$ cat config.mk
export PLATFORM = sky130hd
export DESIGN_NAME = serial_tx_scheduler
export DESIGN_NICKNAME = d
export VERILOG_FILES = /design/src/rtl/serial_tx_scheduler.sv
export SDC_FILE = /design/constraint.sdc
export NUM_CORES = 1
export LEC_CHECK = 0
export CAP_MARGIN = 0
export CORE_MARGIN = 2
export CORE_UTILIZATION = 35
export DETAILED_ROUTE_END_ITERATION = 12
export PLACE_DENSITY_LB_ADDON = 0.3
export REMOVE_ABC_BUFFERS = 1
export SLEW_MARGIN = 20
export SYNTH_ARGS = -nofsm -noshare
export SYNTH_HDL_FRONTEND = slang
export SYNTH_SLANG_ARGS = --single-unit
$ cat constraint.sdc
create_clock -name clk -period 2.1 [get_ports clk]
set_clock_uncertainty 0.2 [all_clocks]
set_input_delay 0.42 -clock clk [delete_from_list [all_inputs] [get_ports clk]]
set_output_delay 0.42 -clock clk [all_outputs]
set_load 0.02 [all_outputs]
$ cat src/rtl/serial_tx_scheduler.sv
// Shares one serial transmitter between the processor PIO (req0) and the echo path (req1).
// Define SERIAL_TX_SCHED_ECHO_EN to arbitrate requester 1; otherwise only requester 0 is served.
module serial_tx_scheduler #(
  parameter int DATA_W    = 10,
  parameter int TIMEOUT   = 4096,
  parameter int TIMEOUT_W = 12
) (
  input  logic              clk,
  input  logic              reset,
  input  logic              req0_valid,
  input  logic [DATA_W-1:0] req0_data,
  output logic              req0_ready,
  input  logic              req1_valid,
  input  logic [DATA_W-1:0] req1_data,
  output logic              req1_ready,
  output logic              tx_enable,
  output logic [DATA_W-1:0] tx_data,
  input  logic              tx_load,
  input  logic              tx_sent,
  output logic              grant_id,
  output logic              busy,
  output logic              timeout_err,
  output logic [15:0]       char_count
);

  typedef enum logic [1:0] {
    IDLE,
    LOAD,
    WAIT_SENT
  } state_t;

  state_t                state;
  state_t                state_next;
  logic [DATA_W-1:0]     hold;
  logic [TIMEOUT_W-1:0]  tmo_count;
  logic                  grant;
  logic                  grant_valid;
  logic                  transfer;
  logic                  at_limit;
  logic                  complete;
  logic                  abort;

`ifdef SERIAL_TX_SCHED_ECHO_EN
  logic rr;

  // Contention resolved by the round-robin pointer; a lone requester always wins.
  always_comb begin
    grant = 1'b0;
    if (req0_valid && req1_valid) begin
      grant = rr;
    end else if (req1_valid) begin
      grant = 1'b1;
    end
  end

  assign grant_valid = req0_valid | req1_valid;

  always_ff @(posedge clk) begin
    if (reset) begin
      rr       <= 1'b0;
      grant_id <= 1'b0;
    end else begin
      if (transfer) begin
        grant_id <= grant;
      end
      if (complete || abort) begin
        rr <= ~grant_id;
      end
    end
  end
`else
  logic unused_req1;

  assign grant       = 1'b0;
  assign grant_valid = req0_valid;
  assign grant_id    = 1'b0;
  assign unused_req1 = req1_valid;
`endif

  assign req0_ready = (state == IDLE) && grant_valid && !grant;
  assign req1_ready = (state == IDLE) && grant_valid && grant;
  assign transfer   = req0_ready | req1_ready;
  assign at_limit   = (tmo_count == TIMEOUT_W'(TIMEOUT - 1));

  // A completion or load event in the final counted cycle takes priority over the abort.
  always_comb begin
    state_next = state;
    complete   = 1'b0;
    abort      = 1'b0;
    unique case (state)
      IDLE: begin
        if (transfer) begin
          state_next = LOAD;
        end
      end
      LOAD: begin
        if (tx_load && tx_sent) begin
          state_next = IDLE;
          complete   = 1'b1;
        end else if (tx_load) begin
          state_next = WAIT_SENT;
        end else if (at_limit) begin
          state_next = IDLE;
          abort      = 1'b1;
        end
      end
      WAIT_SENT: begin
        if (tx_sent) begin
          state_next = IDLE;
          complete   = 1'b1;
        end else if (at_limit) begin
          state_next = IDLE;
          abort      = 1'b1;
        end
      end
      default: begin
        state_next = IDLE;
      end
    endcase
  end

  always_ff @(posedge clk) begin
    if (reset) begin
      state       <= IDLE;
      hold        <= '0;
      tmo_count   <= '0;
      timeout_err <= 1'b0;
      char_count  <= '0;
    end else begin
      state       <= state_next;
      timeout_err <= abort;
      if (transfer) begin
        hold <= grant ? req1_data : req0_data;
      end
      // Counter restarts on every state change so each phase gets its own budget.
      if ((state_next != state) || (state == IDLE)) begin
        tmo_count <= '0;
      end else begin
        tmo_count <= tmo_count + 1'b1;
      end
      if (complete) begin
        char_count <= char_count + 16'd1;
      end
    end
  end

  assign tx_enable = (state == LOAD);
  assign busy      = (state != IDLE);
  assign tx_data   = hold;

endmodule

==> out/results.ini <==
[layout]
drive_gt1_share_pct = 18.3
syn2layout_area_growth_pct = 44.3
antenna_cells = 0
nNetsFinal = 315
nFillCells = 523
final_cell_area_um2 = 2720

[global_routing]
grt_pass1_vias = 1645
antenna_found_initial = 0
grt_max_degree = 29
grt_pass1_wl_mm = 7.21
overflow = 0
grt_use_total_pct = 14.8

[setup_path]
worstPathRequired_ns = 2.13
reg2reg_from = state[0]
worstSetupEndpointType = register
startpoint = tx_load
critical_path_class = in2reg
rr_endpoint = char_count[15]
cp-start-kind = input port
ff2ff_setup_slack_ns = 0.03
cp_max_fo = 5
arrival_ns = 2.11
reg2regPathDepth = 7

[die]
coreArea_um2 = 5140
die_h_um = 77.4
std_cell_rows = 26
die_w_um = 77.4
die_area_um2 = 5980
start_util_pct = 36.6
io_pins = 58

[drt]
ant_nets = 0
drc = 0
drt-total-wl_mm = 4.37
drtIter0Drc = 67
via_per_inst = 4.88
drt_pass1_iterations = 4
wl_per_cell_um = 12.3
num_vias = 1729

[placement]
dp_slack_ns = -0.324
port_buffers = 44
dpl_cell_area_um2 = 2510
dp_hpwl_mm = 3.01
gp_congestion = 0.742

[synthesis]
synth_cell_types = 41
yosysSeqAreaShare_pct = 43.6
postSynthCellCount = 220
yosys-top-cells-area = dfxtp_1 (44%), nand2_1 (6.4%), a21oi_1 (5.3%), xnor2_1 (4.7%), ha_1 (4.0%)
ys_seq_elements = 41
synth-async-reset-ratio_pct = 0
synth_edf_count = 0
synth_top_area_cell = dfxtp_1
post-synth-top-count-cell = dfxtp_1
synthFlopType = dfxtp_1
netlist_top_cells_count = dfxtp_1 (41), nand2_1 (32), a21oi_1 (20), nor3_1 (14), nor2_1 (11)
avgSynthCellArea_um2 = 8.56
synth_area_um2 = 1880
synth_top_area_share_pct = 43.6
synth-warning-count = 0

[clock_network]
htree_num_levels = 2
cts_tree = built
clk_pin_slew_ns = 0.08
clockBufferDepth = 2
postCtsHoldBufs = 0
clkLatencyLatePin_ns = 0.29
cts_made_buffers = 5
clockRootBuffer = clkbuf_8
cts.sinks = 41
postCtsSetupBuffers = 0

[power]
pwr-share-seq_pct = 46.5
switching_power_mw = 0.424
power_frac_comb_pct = 15.8
p_clk_share_pct = 37.7
p_per_area_nw_per_um2 = 641
ir_drop_mv = 0.304
swShare_pct = 24.3
p_leak_nw = 0.953
internal-power_mw = 1.32

[worst_hold_path]
whs_path_depth = 2
hold_path_end = tx_data[5]
hold_class = reg2reg
min_from = tx_data[5]

[timing]
final.setup.worst_slack_ns = 0.0229
min_period_over_period_pct = 98.9
layout_min_cycle_time_ns = 2.08
hold_viol_final = 0
setup_viol_count_final = 0
drv_slew = 0
max_freq_mhz = 481

[flow_run]
max_cap_viol_count = 0

[status]
status = finished, final reports clean

## worst max-delay path, stage by stage
cell and delay [ns]:
clkdlybuf4s50_1 0.52, a21oi_2 0.09, or3_4 0.42, or4_4 0.50, a21oi_2 0.15
## registers in the layout, indices dropped and copies added, names as in the netlist
name and flops:
char_count 16, state 2, timeout_err 1, tmo_count 12, tx_data 10
## layout make-up
cell class                      count  area [µm²]  share of cell area, %
Clock inverter                      2        37.5                   1.38
Sequential cell                    41         823                   30.3
Timing Repair Buffer               65         602                   22.2
Inverter                            9        33.8                   1.24
Multi-Input combinational cell    161        1050                   38.6
Tap cell                           70        87.6                   3.22
Clock buffer                        6        82.6                   3.04
## through the flow
stage	instances	total power [mW]	utilization (%)	hold WS (ns)	setup TNS, ns
detailed placement	344	1.09	48.9	0.251	-5.40
CTS	353	1.75	51.9	0.262	0
floorplan	210	0.942	-	0.249	-1.68
global placement	344	1.08	48.9	0.243	-5.33
finish	354	1.74	52.8	0.257	0
global route	354	1.82	52.8	0.273	-0.0185
## kinds of logic (layout without fill, tap and decap cells)
family,after synthesis,count (layout),share of synthesized area (%)
DFF,41,41,43.6
AOI/OAI and AO/OA,40,40,13.5
other,1,2,0.199
adders and majority gates,6,6,3.99
buffers and inverters,20,82,4.65
and+or+nand+nor,96,97,26.6
xor gates and xnor gates,16,16,7.44
## layout by cell type, fill, tap and decap left out, types with 2 or more instances in the layout
cell,netlist,routed
a21oi_2,1,2
a21oi_1,20,19
nor3_1,14,14
ha_1,6,3
inv_1,9,7
or4_1,6,5
inv_2,0,2
xor2_1,6,6
ha_4,0,3
xnor2_1,10,10
buf_4,2,19
o31ai_1,6,6
clkbuf_8,0,6
and4_1,2,2
dlygate4sd2_1,0,3
nor4_1,3,3
nor3b_1,2,2
nand3_1,8,7
or3_2,2,3
clkdlybuf4s50_1,0,41
nand2_1,32,32
dfxtp_2,0,2
nor2_1,11,11
nand4_1,5,5
conb_1,1,2
buf_6,0,2
dfxtp_1,41,39
o21ai_0,5,5
## worst max path at each step
stage,end,cells past startpoint
floorplan,tmo_count[10],6
global placement,char_count[15],5
detailed placement,char_count[15],5
CTS,char_count[15],7
global route,char_count[15],7
finish,char_count[15],5
## layer usage
metal	track usage [%]	share of wire, %	vias up
met4	4.46	0.80	0
met5	0	0	-
met1	18.0	47	787
met3	5.35	6.1	4
met2	24.4	46	40
li1	-	-	898
## power groups by stage
stage | Sequential (mW) | Combinational, mW | Clock (mW)
after global placement | 0.827 | 0.255 | 0
after CTS | 0.810 | 0.268 | 0.677
after global routing | 0.813 | 0.297 | 0.709
after floorplan | 0.846 | 0.0964 | 0
final | 0.810 | 0.275 | 0.655
after detailed placement | 0.827 | 0.258 | 0
## what timing repair did
action                                  CTS  global route
resized for setup                         9            11
endpoints found under the setup margin    8            20
pin swaps                                 1             1
gates cloned                              1             1
endpoints found under the hold margin     0             0
Note: power is estimated with default switching activity, not from simulation.
